[src/rtl/banner_ctrl_if.sv]
// banner_ctrl_if: control bundle between a sequencer client and banner_ctrl.
//   start      client -> ctrl  one-cycle request to begin a sequence
//   stop       client -> ctrl  one-cycle request to abort to idle
//   mode       client -> ctrl  00 left, 01 right, 10 ping-pong from left, 11 ping-pong from right
//   steps      client -> ctrl  shifts per ping-pong leg
//   pause_len  client -> ctrl  ticks of pause between legs
//   enable     ctrl -> client  high whenever a sequence is active
//   dir        ctrl -> client  1 = shift left, 0 = shift right
//   step       ctrl -> client  one-cycle shift strobe
//   leg_done   ctrl -> client  one-cycle strobe on the last step of a ping-pong leg
//   busy       ctrl -> client  mirror of enable
interface banner_ctrl_if #(
  parameter int unsigned STEP_W = 4
);
  logic              start;
  logic              stop;
  logic [1:0]        mode;
  logic [STEP_W-1:0] steps;
  logic [STEP_W-1:0] pause_len;
  logic              enable;
  logic              dir;
  logic              step;
  logic              leg_done;
  logic              busy;

  modport master (
    output start, stop, mode, steps, pause_len,
    input  enable, dir, step, leg_done, busy
  );

  modport slave (
    input  start, stop, mode, steps, pause_len,
    output enable, dir, step, leg_done, busy
  );
endinterface

[src/rtl/banner_ctrl.sv]
// banner_ctrl: sequencer for a scrolling banner. A POWER-bit prescaler produces a tick every
// 2**POWER cycles; in RUN each tick becomes a step strobe. Continuous modes shift forever in one
// direction; ping-pong modes shift 'steps' times per leg, optionally pause for 'pause_len' ticks,
// then reverse direction.
// Ports:
//   clk      single clock, rising edge
//   reset_n  asynchronous active-low reset
//   bus      banner_ctrl_if.slave (start/stop/mode/steps/pause_len in; enable/dir/step/
//            leg_done/busy out)
module banner_ctrl #(
  parameter int unsigned POWER  = 23,
  parameter int unsigned STEP_W = 4
) (
  input  logic         clk,
  input  logic         reset_n,
  banner_ctrl_if.slave bus
);

  typedef enum logic [1:0] {
    StIdle,
    StRun,
    StPause
  } state_e;

  state_e            state_q, state_d;
  logic [POWER-1:0]  presc_q, presc_d;
  logic [STEP_W-1:0] step_cnt_q, step_cnt_d;
  logic [STEP_W-1:0] pause_cnt_q, pause_cnt_d;
  logic [STEP_W-1:0] steps_q, steps_d;
  logic [STEP_W-1:0] pause_len_q, pause_len_d;
  logic [1:0]        mode_q, mode_d;
  logic              dir_q, dir_d;

  logic              tick;
  logic              ping_pong;
  logic [STEP_W-1:0] steps_last;
  logic              last_step;
  logic              last_pause;
  logic              step_s;
  logic              leg_done_s;

  assign tick       = (presc_q == {POWER{1'b1}});
  assign ping_pong  = mode_q[1];
  // A zero step count behaves as a one-step leg.
  assign steps_last = (steps_q == '0) ? '0 : steps_q - STEP_W'(1);
  assign last_step  = (step_cnt_q == steps_last);
  // Only evaluated in PAUSE, which is entered only with a non-zero pause length.
  assign last_pause = (pause_cnt_q == pause_len_q - STEP_W'(1));

  always_comb begin
    state_d     = state_q;
    presc_d     = presc_q;
    step_cnt_d  = step_cnt_q;
    pause_cnt_d = pause_cnt_q;
    steps_d     = steps_q;
    pause_len_d = pause_len_q;
    mode_d      = mode_q;
    dir_d       = dir_q;
    step_s      = 1'b0;
    leg_done_s  = 1'b0;

    case (state_q)
      StIdle: begin
        presc_d     = '0;
        step_cnt_d  = '0;
        pause_cnt_d = '0;
        // stop wins over a simultaneous start.
        if (bus.start && !bus.stop) begin
          state_d     = StRun;
          mode_d      = bus.mode;
          steps_d     = bus.steps;
          pause_len_d = bus.pause_len;
          dir_d       = ~bus.mode[0];
        end
      end

      StRun: begin
        presc_d = presc_q + POWER'(1);
        if (bus.stop) begin
          // An abort sampled on a tick edge also cancels that tick's strobe.
          state_d     = StIdle;
          presc_d     = '0;
          step_cnt_d  = '0;
          pause_cnt_d = '0;
        end else if (tick) begin
          step_s = 1'b1;
          if (ping_pong) begin
            if (last_step) begin
              leg_done_s = 1'b1;
              step_cnt_d = '0;
              if (pause_len_q != '0) begin
                state_d = StPause;
              end else begin
                dir_d = ~dir_q;
              end
            end else begin
              step_cnt_d = step_cnt_q + STEP_W'(1);
            end
          end
        end
      end

      StPause: begin
        // The prescaler keeps its phase across RUN/PAUSE so tick spacing stays uniform.
        presc_d = presc_q + POWER'(1);
        if (bus.stop) begin
          state_d     = StIdle;
          presc_d     = '0;
          step_cnt_d  = '0;
          pause_cnt_d = '0;
        end else if (tick) begin
          if (last_pause) begin
            pause_cnt_d = '0;
            dir_d       = ~dir_q;
            state_d     = StRun;
          end else begin
            pause_cnt_d = pause_cnt_q + STEP_W'(1);
          end
        end
      end

      default: begin
        state_d     = StIdle;
        presc_d     = '0;
        step_cnt_d  = '0;
        pause_cnt_d = '0;
      end
    endcase
  end

  always_ff @(posedge clk or negedge reset_n) begin
    if (!reset_n) begin
      state_q     <= StIdle;
      presc_q     <= '0;
      step_cnt_q  <= '0;
      pause_cnt_q <= '0;
      steps_q     <= '0;
      pause_len_q <= '0;
      mode_q      <= '0;
      dir_q       <= 1'b1;
    end else begin
      state_q     <= state_d;
      presc_q     <= presc_d;
      step_cnt_q  <= step_cnt_d;
      pause_cnt_q <= pause_cnt_d;
      steps_q     <= steps_d;
      pause_len_q <= pause_len_d;
      mode_q      <= mode_d;
      dir_q       <= dir_d;
    end
  end

  assign bus.enable   = (state_q != StIdle);
  assign bus.busy     = (state_q != StIdle);
  assign bus.dir      = dir_q;
  assign bus.step     = step_s;
  assign bus.leg_done = leg_done_s;

endmodule

[src/flat_wrapper.sv]
// flat-port wrapper written by rule: the top's interface ports become plain ports
module banner_ctrl_flat 
#(
  parameter int unsigned POWER  = 23,
  parameter int unsigned STEP_W = 4
)
  (clk, reset_n, bus_start, bus_stop, bus_mode, bus_steps, bus_pause_len, bus_enable, bus_dir, bus_step, bus_leg_done, bus_busy);
  banner_ctrl_if #(.STEP_W(STEP_W)) bus_i ();
  input  logic clk;
  input  logic reset_n;
  input wire logic [$bits(bus_i.start)-1:0] bus_start;
  input wire logic [$bits(bus_i.stop)-1:0] bus_stop;
  input wire logic [$bits(bus_i.mode)-1:0] bus_mode;
  input wire logic [$bits(bus_i.steps)-1:0] bus_steps;
  input wire logic [$bits(bus_i.pause_len)-1:0] bus_pause_len;
  output wire logic [$bits(bus_i.enable)-1:0] bus_enable;
  output wire logic [$bits(bus_i.dir)-1:0] bus_dir;
  output wire logic [$bits(bus_i.step)-1:0] bus_step;
  output wire logic [$bits(bus_i.leg_done)-1:0] bus_leg_done;
  output wire logic [$bits(bus_i.busy)-1:0] bus_busy;
  assign bus_i.start = bus_start;
  assign bus_i.stop = bus_stop;
  assign bus_i.mode = bus_mode;
  assign bus_i.steps = bus_steps;
  assign bus_i.pause_len = bus_pause_len;
  assign bus_enable = bus_i.enable;
  assign bus_dir = bus_i.dir;
  assign bus_step = bus_i.step;
  assign bus_leg_done = bus_i.leg_done;
  assign bus_busy = bus_i.busy;
  banner_ctrl #(.POWER(POWER), .STEP_W(STEP_W)) u_core (.clk(clk), .reset_n(reset_n), .bus(bus_i));
endmodule
[config.mk]
export PLATFORM = sky130hd
export DESIGN_NAME = banner_ctrl_flat
export DESIGN_NICKNAME = d
export VERILOG_FILES = /design/src/rtl/banner_ctrl_if.sv /design/src/rtl/banner_ctrl.sv /design/src/flat_wrapper.sv
export SDC_FILE = /design/constraint.sdc
export NUM_CORES = 1
export LEC_CHECK = 0
export ABC_AREA = 1
export ABC_CLOCK_PERIOD_IN_PS = 1580
export CORE_MARGIN = 3
export CORE_UTILIZATION = 55
export CTS_BUF_LIST = sky130_fd_sc_hd__clkbuf_8
export DETAILED_ROUTE_END_ITERATION = 8
export PLACE_DENSITY_LB_ADDON = 0.08
export SYNTH_ARGS = -nofsm -noshare
export SYNTH_HDL_FRONTEND = slang
export SYNTH_SLANG_ARGS = --single-unit
[constraint.sdc]
create_clock -name clk -period 1.58 [get_ports clk]
set_input_delay 0.237 -clock clk [delete_from_list [all_inputs] [get_ports clk]]
set_output_delay 0.237 -clock clk [all_outputs]
set_load 0.03 [all_outputs]
After elaboration in Yosys (flattened, before gate mapping)
Cells that the tools add are included.

operators by class
  bitwise gates (word level) = 2
  eq/ne operators = 22
  shifts and indexed selects = 0
  multiply operators = 0
  divide/modulo/power cells = 0
  add/sub/neg operators = 5
  multiplexer cells = 41
  reduce and logical (&&, ||, !) cells = 13
  magnitude comparators = 0

operator list
  kind                     number
  $mux W23                 2
  $mux W4                  9
  $add A23 B1 Y23 const B  1
  $eq A23 B23 Y1 const B   1
  $mux W2                  9
  $ne A3 B2 Y1 const B     6
  $mux W1                  17
  $pmux W4 S2              2
  $ne A2 B1 Y1 const B     6
  $ne A2 B2 Y1 const B     5
  $reduce_and A10 Y1       1
  $add A4 B1 Y4 const B    2
  $eq A4 B4 Y1             2
  $sub A4 B1 Y4 const B    2
  $reduce_and A7 Y1        1
  $pmux W2 S3              1
  $logic_not A4 Y1         1
  $reduce_and A2 Y1        2
  $reduce_bool A4 Y1       1
  $pmux W1 S3              1
  $reduce_and A3 Y1        1
  $reduce_bool A3 Y1       1
  $eq A2 B1 Y1 const B     1
  $eq A2 B2 Y1 const B     1
  other kinds (6)          7

storage, ports and cells
  memories kept = 0
  input bits = 14
  bits in latches = 0
  register bits = 44
  word-level logic and storage cells = 91
  memory bits (writable) = 0
  output and inout bits = 5
  memory bits (read-only) = 0

Longest topological paths before layout
  word-level depth = 8
  gate-level depth with buffers = 14
  mapped depth without buffers = 14

Worst setup path after synthesis
Ideal clock, no wire load.

  kind = register to output
  start point = reg u_core.presc_q[0]
  end point = out bus_leg_done
  required time = 1.343 ns
  path slack = -0.469 ns
  cell stages (with the launch flop) = 10
  path buffers = 0
  data arrival time = 1.812 ns
  cells stage by stage = dfrtp_1 -> ha_1 -> nand2_1 -> nor2_4 -> nand2_4 -> nor2_4 -> nand2_2 -> nor2_4 -> nand4_1 -> nor4_2

on the way
  longest elaborated chain between the ends = 4

ends and longest elaborated chain
  element                   RTL line            text
  start: declaration        banner_ctrl.sv:26   logic [POWER-1:0] presc_q, presc_d;
  start signal: assignment  banner_ctrl.sv:143  presc_q <= presc_d;
  $eq A23 B23 Y1            banner_ctrl.sv:42   assign tick = (presc_q == {POWER{1'b1}});
  $mux W1                   banner_ctrl.sv:85   end else if (tick) begin
  $mux W1                   banner_ctrl.sv:79   if (bus.stop) begin
  $mux W1                   banner_ctrl.sv:62   case (state_q)
  end: declaration          flat_wrapper.sv:19  output wire logic [$bits(bus_i.leg_done)-1:0] bus_leg_done;

No other way between the ends.

Worst setup path after layout
Same ends and word-level chain as after synthesis.

==> results.cfg <==
[synth]
syn_nets = 369
synth_area_sq_um = 2630
avgSynthCellArea_sq_um = 7.59
synth_mux_area_share_pct = 0.381
synth-compound-area-share_pct = 9.48
synth_xor_area_share_pct = 1.00
synthAdderAreaFrac_pct = 4.29
synthesis.instances = 346
ys_seq_area_share_pct = 41.0
ys_warn_count = 0
synth_simple_gate_area_share_pct = 35.7
yosys_register_bits = 43
synth.distinct_cells = 35
synth_top_family_by_area = simple AND/OR/NAND/NOR gates

[layout]
diodes = 0
layout.cells.non_filler = 491
n_fill_cell = 271
layout_common_cells = nand2_1, buf_4, inv_1
nets = 461
syn2layout_area_growth_pct = 41.7
seqCellArea_sq_um = 1080
multi_input_area_sq_um = 1480
fin_area_sq_um = 3720
layout-drive-gt1-share_pct = 32.1
layout_commonest_cell = nand2_1

[worst_setup_path]
cp_common_cell = nor2_4
worstPathMaxFanout = 3
path_class = reg2out
crit_required_ns = 1.34
cp-end-kind = primary output
worstPathArrival_ns = 1.97
crit_chain = ha_2 -> nand2_4 -> nor2_4 -> nand2_4 -> nor2_4 -> nand2_2 -> nor2_4 -> nand4_1 -> buf_6 -> nor4_4 -> buf_6
max_stage_delay_ns = 0.38
slowest_stage = dfrtp_1
worstSetupStartpointType = flip-flop
startpoint = u_core.presc_q[0]
r2r-start = u_core.presc_q[0]

[floorplanning]
pin_count = 19
placeableCoreArea_sq_um = 4470
die_x_um = 75.1
die_h_um = 75.1
die_area_sq_um = 5640
rows = 24
initial_core_util_pct = 58.7

[route]
drt_iter0_drc = 105
first_pass_iters = 5
via_per_inst = 5.37
ant_nets = 0
drt_wl_total_mm = 6.78
wire_per_inst_um = 13.8
vias = 2635
route.detailed.drc = 0

[flow_run]
max-cap-violations = 0

[timing]
fin_crit_sh_pct = 140
hold_violations = 0
rsz0062_at_grt = yes
max_freq_mhz = 453
setup_viol = 18
min_period_ns = 2.21
drv_slew = 0
fin_ws_ns = -0.627
tightest_slew_ns = 0.301
hold_ws_ns = 0.429
finClkSkew_ns = 0.00839
slew_headroom_pct = 79.7

[cts]
clkTransAtPathRegs_ns = 0.09
cts_tree = yes
clkLatencyLatePin_ns = 0.30
cts_max_level = 2
clkSinkCount = 43
root_buffer = clkbuf_8
clk_path_buf_depth = 2
cts_buffers = 5

[grt]
grt_util_met1_pct = 32.3
gr-total-overflow = 0
grt_max_degree = 44
grt_pass1_vias = 2436
grt.total_usage_pct = 24.8
busiest_layer = met2
use_met2_pct = 42.4
grt_first_pass_wirelength_mm = 10.7
gr-usage-met3_pct = 4.54
grt_antenna_before_repair = 0

[run_status]
violations = setup timing
status = finished, violations left

[place]
routabilityCongestion = 0.863
post_dp_cell_area_sq_um = 3320
place_hpwl_mm = 4.36
io_buffers = 18
dpl.cell_count = 471

[min_path]
hp-class = in2async

[pwr]
finalPower_mw = 5.11
p_per_area_nw_per_um2 = 1370
leakage_nw = 1.81
ir_worst_vdd_mv = 1.31
==> metrics by stage <==
stage	setup WS (ns)	util, %	setup TNS, ns
after floorplan	-0.347	-	-0.619
after global placement	-0.338	74.2	-2.07
after detailed placement	-0.424	74.2	-2.90
after CTS	-0.668	79.6	-2.53
after global routing	-0.732	83.2	-6.49
final	-0.627	83.2	-4.91
==> cell families (layout without fill, tap and decap cells) <==
logic type / after synthesis / in the layout
flip-flops: 43 / 43
AND/OR/NAND/NOR: 188 / 188
multiplexers: 1 / 1
buffers and inverters: 56 / 149
XOR/XNOR: 3 / 3
adder cells (fa/ha/maj): 9 / 9
AO/OA/AOI/OAI: 46 / 46
==> state kept, by name (all words and copies together) (netlist names) <==
name and cells:
u_core.pause_cnt_q 4, u_core.mode_q 1, u_core.state_q 2, u_core.step_cnt_q 4, u_core.presc_q 23, u_core.bus.dir 1, u_core.steps_q 4, u_core.pause_len_q 4
==> critical path: cells and delay by family, from the launching register on <==
kind / cells / cell delay [ns]
buffers and inverters: 2 / 0.32
AND/OR/NAND/NOR: 8 / 0.75
flip-flops: 1 / 0.38
adder cells (fa/ha/maj): 1 / 0.22
==> path summary, 6_finish.rpt <==
path                                        end  slack (ns)  cells past startpoint
setup reg to reg           u_core.step_cnt_q[3]       -0.39                     13
hold reg to reg                  u_core.bus.dir        0.51                      2
max in group asynchronous        u_core.bus.dir        0.88                      3
min in group clk                 u_core.bus.dir        0.51                      2
setup / recovery                   bus_leg_done       -0.63                     11
hold / removal               u_core.presc_q[15]        0.43                      3
==> per-layer routing <==
| metal | wire length, um | vias up |
|---|---|---|
| li1 | - | 1304 |
| met5 | 0 | - |
| met4 | 158 | 0 |
| met3 | 315 | 17 |
| met2 | 3420 | 87 |
| met1 | 2890 | 1227 |
==> cell type report <==
| class | instances | area share, % |
|---|---|---|
| Multi-Input combinational cell | 247 | 39.9 |
| Sequential cell | 43 | 28.9 |
| Timing Repair Buffer | 89 | 20.5 |
| Inverter | 52 | 5.38 |
| Clock buffer | 5 | 1.85 |
| Tap cell | 52 | 1.75 |
| Clock inverter | 3 | 1.71 |
==> cell usage after synthesis <==
| cell type | count | area [sq um] |
|---|---|---|
| nand3_1 | 19 | 95.1 |
| xnor2_1 | 2 | 17.5 |
| nor3b_2 | 3 | 37.5 |
| ha_1 | 9 | 113 |
| nand2_4 | 4 | 45.0 |
| nor3_2 | 2 | 20.0 |
| buf_4 | 1 | 7.51 |
| nor3b_1 | 1 | 7.51 |
| nand2_2 | 6 | 37.5 |
| or2_2 | 1 | 6.26 |
| nor2_4 | 6 | 67.6 |
| a31oi_1 | 3 | 18.8 |
| nor2_2 | 2 | 12.5 |
| xor2_1 | 1 | 8.76 |
| nand2_1 | 73 | 274 |
| nor3_1 | 16 | 80.1 |
| dfrtp_1 | 42 | 1050 |
| clkbuf_1 | 3 | 11.3 |
| nand4_1 | 9 | 56.3 |
| o21ai_1 | 6 | 30.0 |
| mux2i_1 | 1 | 10.0 |
| inv_2 | 4 | 15.0 |
| a221oi_1 | 1 | 8.76 |
| and3_1 | 1 | 6.26 |
| nor4_1 | 1 | 6.26 |
| nand3_2 | 2 | 20.0 |
| a21oi_1 | 24 | 120 |
| dfstp_2 | 1 | 26.3 |
| a211oi_1 | 1 | 7.51 |
| nor4_2 | 1 | 12.5 |
| o21a_1 | 1 | 7.51 |
| o221a_2 | 1 | 11.3 |
| o21ai_0 | 9 | 45.0 |
| inv_1 | 48 | 180 |
| nor2_1 | 41 | 154 |
==> repair_timing <==
| action | in CTS | in global routing |
|---|---|---|
| pin swaps | 6 | 14 |
| resized for setup | 23 | 24 |
| setup endpoints to repair | 18 | 36 |
| endpoints found under the hold margin | 42 | 0 |
| setup buffers | 3 | 8 |
| hold buffers | 1 | 0 |
==> power breakdown <==
part	leakage [nW]	switching [mW]	internal [mW]
Sequential	0.565	0.165	1.31
Combinational	1.17	1.47	1.14
Clock	0.0695	0.399	0.626
Total	1.81	2.04	3.07
(Power assumes the default switching activity.)
